--- config.mk ---
export PLATFORM = sky130hd
export DESIGN_NAME = ram_arbiter
export DESIGN_NICKNAME = d
export VERILOG_FILES = /design/src/rtl/ram_arbiter.sv
export SDC_FILE = /design/constraint.sdc
export NUM_CORES = 1
export LEC_CHECK = 0
export CAP_MARGIN = 20
export CELL_PAD_IN_SITES_DETAIL_PLACEMENT = 1
export CELL_PAD_IN_SITES_GLOBAL_PLACEMENT = 1
export CORE_MARGIN = 2
export CORE_UTILIZATION = 30
export DETAILED_ROUTE_END_ITERATION = 10
export GPL_ROUTABILITY_DRIVEN = 0
export PLACE_DENSITY_LB_ADDON = 0.1
export SLEW_MARGIN = 20
export SYNTH_ARGS = -nofsm -noshare
export SYNTH_HDL_FRONTEND = slang
export SYNTH_SLANG_ARGS = --single-unit
export TNS_END_PERCENT = 100
--- constraint.sdc ---
create_clock -name CLK_i -period 3.6 [get_ports CLK_i]
set_input_delay 0.36 -clock CLK_i [delete_from_list [all_inputs] [get_ports CLK_i]]
set_output_delay 0.36 -clock CLK_i [all_outputs]
set_load 0.05 [all_outputs]
--- src/rtl/ram_arbiter.sv ---
// rtl/ram_arbiter.sv - round-robin arbiter sharing one RAM_IF memory port among COUNT requesters
module ram_arbiter #(
   parameter int COUNT          = 4,
   parameter int ADDR_BIT_WIDTH = 24,
   parameter int RFSH_PRIORITY  = 1
) (
   input  logic                            CLK_i,
   input  logic                            RESET_n_i,
   input  logic [COUNT*ADDR_BIT_WIDTH-1:0] REQ_ADDR_i,
   input  logic [COUNT*32-1:0]             REQ_DIN_i,
   input  logic [COUNT*2-1:0]              REQ_DIN_SIZE_i,
   input  logic [COUNT-1:0]                REQ_OE_n_i,
   input  logic [COUNT-1:0]                REQ_WE_n_i,
   input  logic [COUNT-1:0]                REQ_RFSH_n_i,
   output logic [31:0]                     REQ_DOUT_o,
   output logic [COUNT-1:0]                REQ_ACK_n_o,
   output logic [COUNT-1:0]                REQ_TIMING_o,
   output logic [ADDR_BIT_WIDTH-1:0]       M_ADDR_o,
   output logic [31:0]                     M_DIN_o,
   output logic [1:0]                      M_DIN_SIZE_o,
   output logic                            M_OE_n_o,
   output logic                            M_WE_n_o,
   output logic                            M_RFSH_n_o,
   input  logic [31:0]                     M_DOUT_i,
   input  logic                            M_ACK_n_i,
   input  logic                            M_TIMING_i
);
   localparam int         PW         = (COUNT > 1) ? $clog2(COUNT) : 1;
   localparam logic [1:0] DIN_SIZE_8 = 2'd0;

   typedef enum logic [1:0] {IDLE, BUSY, RELEASE} state_e;

   state_e                    state_q, state_d;
   logic [PW-1:0]             ptr_q, ptr_d;
   logic [PW-1:0]             grant_q, grant_d;
   logic [ADDR_BIT_WIDTH-1:0] addr_q, addr_d;
   logic [31:0]               din_q, din_d;
   logic [31:0]               dout_q, dout_d;
   logic [1:0]                size_q, size_d;
   logic [2:0]                stb_q, stb_d;     // {rfsh_n, we_n, oe_n}
   logic [COUNT-1:0]          ack_n_q, ack_n_d;

   logic [COUNT-1:0]          pend;
   logic [COUNT-1:0]          rfsh_pend;
   logic [PW:0]               pick_rfsh;
   logic [PW:0]               pick_any;
   logic [PW-1:0]             gsel;
   logic                      grant_released;

   // First set bit of mask at or after start, wrapping; MSB of the result flags "found".
   function automatic logic [PW:0] pick_from(input logic [COUNT-1:0] mask, input logic [PW-1:0] start);
      logic [PW:0] r;
      int          idx;
      r = '0;
      for (int k = COUNT - 1; k >= 0; k--) begin
         idx = int'(start) + k;
         if (idx >= COUNT) idx = idx - COUNT;
         if (mask[PW'(idx)]) r = {1'b1, PW'(idx)};
      end
      return r;
   endfunction

   assign pend           = ~(REQ_OE_n_i & REQ_WE_n_i & REQ_RFSH_n_i);
   assign rfsh_pend      = ~REQ_RFSH_n_i;
   assign pick_rfsh      = pick_from(rfsh_pend, ptr_q);
   assign pick_any       = pick_from(pend, ptr_q);
   assign gsel           = ((RFSH_PRIORITY != 0) && pick_rfsh[PW]) ? pick_rfsh[PW-1:0] : pick_any[PW-1:0];
   assign grant_released = REQ_OE_n_i[grant_q] & REQ_WE_n_i[grant_q] & REQ_RFSH_n_i[grant_q];

   // State and registered port values; reset drops the memory command immediately.
   always_ff @(posedge CLK_i or negedge RESET_n_i) begin
      if (!RESET_n_i) begin
         state_q <= IDLE;
         ptr_q   <= '0;
         grant_q <= '0;
         addr_q  <= '0;
         din_q   <= '0;
         size_q  <= DIN_SIZE_8;
         stb_q   <= 3'b111;
         dout_q  <= '0;
         ack_n_q <= '1;
      end else begin
         state_q <= state_d;
         ptr_q   <= ptr_d;
         grant_q <= grant_d;
         addr_q  <= addr_d;
         din_q   <= din_d;
         size_q  <= size_d;
         stb_q   <= stb_d;
         dout_q  <= dout_d;
         ack_n_q <= ack_n_d;
      end
   end

   // Next state: grant on any request, finish on memory ack, re-arm once the grantee lets go.
   always_comb begin
      state_d = state_q;
      case (state_q)
         IDLE:    if (|pend)          state_d = BUSY;
         BUSY:    if (!M_ACK_n_i)     state_d = RELEASE;
         RELEASE: if (grant_released) state_d = IDLE;
         default:                     state_d = IDLE;
      endcase
   end

   // Next values of the memory command, returned data, ack pulse and round-robin pointer.
   always_comb begin
      ptr_d   = ptr_q;
      grant_d = grant_q;
      addr_d  = addr_q;
      din_d   = din_q;
      size_d  = size_q;
      stb_d   = stb_q;
      dout_d  = dout_q;
      ack_n_d = '1;
      case (state_q)
         IDLE: begin
            if (|pend) begin
               grant_d = gsel;
               addr_d  = REQ_ADDR_i[int'(gsel)*ADDR_BIT_WIDTH +: ADDR_BIT_WIDTH];
               din_d   = REQ_DIN_i[int'(gsel)*32 +: 32];
               size_d  = REQ_DIN_SIZE_i[int'(gsel)*2 +: 2];
               stb_d   = {REQ_RFSH_n_i[gsel], REQ_WE_n_i[gsel], REQ_OE_n_i[gsel]};
            end
         end
         BUSY: begin
            if (!M_ACK_n_i) begin
               stb_d            = 3'b111;
               dout_d           = M_DOUT_i;
               ack_n_d[grant_q] = 1'b0;
            end
         end
         RELEASE: begin
            if (grant_released) ptr_d = (grant_q == PW'(COUNT - 1)) ? '0 : grant_q + 1'b1;
         end
         default: ;
      endcase
   end

   assign REQ_DOUT_o   = dout_q;
   assign REQ_ACK_n_o  = ack_n_q;
   assign REQ_TIMING_o = {COUNT{M_TIMING_i}};
   assign M_ADDR_o     = addr_q;
   assign M_DIN_o      = din_q;
   assign M_DIN_SIZE_o = size_q;
   assign M_OE_n_o     = stb_q[0];
   assign M_WE_n_o     = stb_q[1];
   assign M_RFSH_n_o   = stb_q[2];
endmodule

Word-level counts from Yosys, hierarchy flattened
Cells that the tools add are included.

word-level totals
  output and inout bits = 101
  logic and storage cells = 116
  flip-flop bits (word level) = 103
  bits of input ports = 280

cells by class
  eq/ne operators = 6
  multipliers = 1
  bitwise gates (word level) = 8
  add/sub/neg operators = 8
  reduce and logical (&&, ||, !) cells = 9
  muxes and demuxes = 61
  shift operators = 3
  magnitude comparators = 11

operators by type and width
  cell                   count
  $shiftx A128 B8 Y32    1
  $shiftx A96 B8 Y24     1
  $bmux W1 S2            14
  $mux W2                13
  $mux W1                23
  $mux W3                6
  $lt A2 B4 Y1 const B   4
  $not A4 Y4             3
  $ge A3 B3 Y1 const B   3
  $and A4 B4 Y4          2
  $mux W4                2
  $shiftx A8 B4 Y2       1
  $sub A2 B1 Y2 const B  4
  $add A2 B2 Y3 const B  2
  $lt A2 B3 Y1 const B   2
  $ne A2 B2 Y1 const B   3
  $pmux W2 S3            1
  $pmux W3 S2            1
  $reduce_and A2 Y1      3
  $reduce_and A3 Y1      2
  $eq A2 B2 Y1 const B   2
  $mul A2 B2 Y4 const B  1
  $reduce_or A4 Y1       1
  $add A2 B1 Y3 const B  1
  other kinds (10)       11

Depth between registers and ports, before layout
  depth after elaboration = 15
  gate-level depth with buffers = 11

Least setup slack after synthesis
OpenSTA, ideal clock, no wires.

  kind = flip-flop to flip-flop
  start = reg ptr_q[1]
  end = reg addr_q[23], in the netlist M_ADDR_o[23]
  data required time = 3,506 ps
  stages on the path, launching flop included = 9
  slack = 1,401 ps
  data arrival time = 2,105 ps
  clock period less this slack = 2,199 ps
  library setup time = 94 ps
  path through = dfrtp_1 -> clkbuf_1 -> mux2_2 -> a2bb2oi_1 -> and3_1 -> o21ai_2 -> clkbuf_1 -> a211oi_2 -> a211oi_1

on the way
  longest elaborated chain between the ends = 13

ends and longest elaborated chain
  what                                             line  text
  start: declaration                               34    logic [PW-1:0] ptr_q, ptr_d;
  start signal: assignment                         84    ptr_q <= ptr_d;
  $add A2 B2 Y3                                    56    idx = int'(start) + k;
  $ge A3 B3 Y1 or $sub A2 B1 Y2 (tied branches)    57    if (idx >= COUNT) idx = idx - COUNT;
  $mux W2                                          57
  $bmux W1 S2                                      58    if (mask[PW'(idx)]) r = {1'b1, PW'(idx)};
  $mux W1 (implied by the code) (2 in a row)       58
  $mux W2 or $mux W3 (tied branches) (4 in a row)  58
  $mux W2 (*)                                      67    assign gsel = ((RFSH_PRIORITY != 0) && pick_rfsh[PW]) ? pick_rfsh[PW-1:0] : pick_any[PW-1:0];
  $mul A2 B2 Y4 (*)                                120   addr_d = REQ_ADDR_i[int'(gsel)*ADDR_BIT_WIDTH +: ADDR_BIT_WIDTH];
  $shiftx A96 B8 Y24 (*)                           120
  end signal: assignment                           86    addr_q <= addr_d;
  end: declaration                                 36    logic [ADDR_BIT_WIDTH-1:0] addr_q, addr_d;

Mark *: on every way between the ends. The rest lies on a longest branch, timed or not. The select of a mux whose other input is x is not followed.
A chain may end at the register's enable or synchronous reset.

Worst setup path in the final report
  start = in REQ_RFSH_n_i[0]
  end = reg addr_q[16], in the netlist M_ADDR_o[16]

on the way
  longest elaborated chain between the ends = 12

ends and longest elaborated chain
  what                                        line  text
  start: declaration                          14    input logic [COUNT-1:0] REQ_RFSH_n_i,
  $and A4 B4 Y4                               63    assign pend = ~(REQ_OE_n_i & REQ_WE_n_i & REQ_RFSH_n_i);
  $not A4 Y4                                  63
  $bmux W1 S2                                 58
  $mux W1 (implied by the code) (2 in a row)  58
  $mux W2 (4 in a row)                        58
  $mux W2                                     67
  $mul A2 B2 Y4                               120
  $shiftx A96 B8 Y24                          120

Parallel ways exist; a longest one is shown, timed or not. The select of a mux whose other input is x is not followed.

==> results.sh <==
export IMPL_drive_gt1_frac=0.151
export IMPL_wl_mm=26.5
export IMPL_dp_hpwl_mm=19.4
export IMPL_antenna_found_initial=2
export IMPL_fin_nets=1246
export IMPL_grt_start_max_net_pins=65
export IMPL_maxSlewHeadroom=0.460
export IMPL_hold_end="REQ_DOUT_o[23]"
export IMPL_critPathLaunchType="input pin"
export IMPL_whs_path_depth=1
export IMPL_crit_arrival_ps=3000
export IMPL_r2r_end="M_ADDR_o[16]"
export IMPL_r2r_slack_ps=1030
export IMPL_synth_cells=625
export IMPL_seq_area_um2=2590
export IMPL_endpoint_kind="register"
export IMPL_period_share=0.762
export IMPL_hold_viol=0
export IMPL_start_util=0.306
export IMPL_whs_ps=511
export IMPL_hp_class="reg -> reg"
export IMPL_h_tree_depth=3
export IMPL_n_fill_cell=2323
export IMPL_worstRegToRegCells=7
export IMPL_synth_top_cell_area_share=0.373
export IMPL_finalMaxSlewViolations=0
export IMPL_post_place_ws_ps=490
export IMPL_post_cts_setup_buffer_count=0
export IMPL_vdd_drop_max_uv=296
export IMPL_outcome="finished clean"
export IMPL_yosysUniqueCellTypes=40
export IMPL_maxCapViolations=0
export IMPL_netlist_top_cells_area="dfrtp_1 (37%), a211oi_1 (14%), a211oi_2 (12%)"
export IMPL_grt_overflow=0
export IMPL_clockBufferDepth=2
export IMPL_synthArstFlopShare=1.00
export IMPL_core_um2=21000
export IMPL_min_from="REQ_DOUT_o[23]"
export IMPL_synthMostInstantiatedCell="a211oi_1"
export IMPL_syn_nets=909
export IMPL_path_clk_slew_ps=80
export IMPL_drc=0
export IMPL_firstDrtPassIters=4
export IMPL_clk_latency_ps=360
export IMPL_ys_warn_count=0
export IMPL_area_growth_pct=66.5
export IMPL_rows=53
export IMPL_powerDensity_nw_per_um2=842
export IMPL_cp_required_ps=3850
export IMPL_cts_root_buf="clkbuf_16"
export IMPL_synth_top_cell_by_area="dfrtp_1"
export IMPL_clock_sinks=103
export IMPL_grt_pass1_vias=6831
export IMPL_synth_edf_count=0
export IMPL_timing_final_ws_setup_ps=856
export IMPL_reg2reg_from="ptr_q[1]"
export IMPL_ys_ff_latch=103
export IMPL_setup_viol=0
export IMPL_wl_per_cell_um=21.3
export IMPL_cts_tree="built"
export IMPL_multi_input_area_um2=3310
export IMPL_cts_buffers=9
export IMPL_max_clock_freq_ghz=0.364
export IMPL_leakagePower_nw=4.16
export IMPL_drt_iter0_drc=165
export IMPL_postRouteAntennaNets=0
export IMPL_grt_use_total=0.229
export IMPL_die_x_um=151
export IMPL_period_needed_ps=2740
export IMPL_synth_common_cells="a211oi_1 (120), dfrtp_1 (96), inv_1 (65)"
export IMPL_critPathKind="in -> reg"
export IMPL_synth_area_per_cell_um2=10.3
export IMPL_vias=6345
export IMPL_synth_seq_area_share=0.402
export IMPL_cp_max_fo=33
export IMPL_die_area_um2=22700
export IMPL_synth_flop_cell="dfrtp_1"
export IMPL_avgViaCountPerCell=5.10
export IMPL_grt_pass1_wl_mm=39.2
export IMPL_tightestPinTransition_ps=809
export IMPL_port_buffers=375
export IMPL_num_io_pins=381
export IMPL_mappedNetlistArea_um2=6440
export IMPL_rsz0062_at_grt="false"
export IMPL_die_height_um=151
export IMPL_final_setup_tns_ps=0
export IMPL_clock_skew_ps=10.3
worst max-delay path by stage:
stage / from / end / slack [ps] / depth (start not counted)
after floorplan: ptr_q[1] / M_ADDR_o[23] / 1400 / 8
after global placement: REQ_RFSH_n_i[0] / M_DIN_o[0] / 560 / 8
after detailed placement: REQ_RFSH_n_i[2] / M_ADDR_o[3] / 490 / 7
after CTS: REQ_RFSH_n_i[0] / M_ADDR_o[16] / 860 / 8
after global routing: REQ_RFSH_n_i[0] / M_ADDR_o[9] / 710 / 8
final: REQ_RFSH_n_i[0] / M_ADDR_o[16] / 860 / 8
timing repair:
item / 4_1_cts / 5_1_grt
resized for setup: 0 / 0
endpoints found under the hold margin: 3 / 0
hold buffers: 1 / 0
flip-flops by register name (all words and copies together) (netlist names):
signal,count
M_ADDR_o,24
M_DIN_SIZE_o,2
M_DIN_o,32
REQ_ACK_n_o,4
REQ_DOUT_o,32
grant_q,2
ptr_q,2
state_q,2
stb_q,3
per-stage QoR:
stage | std cells | instance area, um^2 | utilization | total power [W]
after global placement | 1225 | 10400 | 0.495 | 0.00799
final | 1244 | 10700 | 0.510 | 0.00902
after CTS | 1242 | 10700 | 0.510 | 0.00915
after detailed placement | 1225 | 10400 | 0.495 | 0.00807
after floorplan | 625 | 6440 | - | 0.00599
after global routing | 1244 | 10700 | 0.510 | 0.00955
critical path: stages:
cell and delay [ps]:
clkdlybuf4s50_1 630, nand3_2 200, a31o_1 260, o311a_2 400, a21o_4 380, buf_4 330, mux2i_1 150, a211oi_1 270
cell type report:
type,count,area share
tap,275,0.0321
clock inverter,7,0.00724
sequential,103,0.241
timing repair buffer,390,0.366
clock buffer,9,0.0210
inverter,65,0.0228
antenna,2,0.000467
multi-input combinational,393,0.309
cells by family (layout without fill, tap and decap cells):
logic type / Yosys count / after routing / share of synthesized area
compound gates: 208 / 208 / 0.288
fa+ha+maj: 4 / 4 / 0.00777
buf+inv: 129 / 471 / 0.0901
flops: 103 / 103 / 0.402
mux: 96 / 96 / 0.158
other cells: 0 / 2 / 0
simple gates: 85 / 85 / 0.0546
layout by cell type (no fill, tap or decap), drive strengths merged, types with 6 or more instances in the layout:
| master | count |
|---|---|
| buf | 15 |
| dfrtp | 96 |
| dfstp | 7 |
| clkdlybuf4s50 | 374 |
| nor2 | 63 |
| inv | 68 |
| nand2 | 6 |
| o21ai | 7 |
| a211oi | 180 |
| mux2i | 60 |
| mux2 | 35 |
| clkbuf | 9 |
metal layers:
metal | share of wire | vias up | GRT usage
li1 | - | 2965 | -
met1 | 0.38 | 3076 | 0.254
met2 | 0.50 | 268 | 0.411
met3 | 0.093 | 36 | 0.0739
met4 | 0.027 | 0 | 0.0797
met5 | 0 | - | 0
power by group:
part           switching (W)  internal (W)
sequential          0.000342       0.00175
clock               0.000537      0.000495
combinational        0.00375       0.00215
total                0.00463       0.00440
No activity file was read; power rests on OpenSTA's default activity.
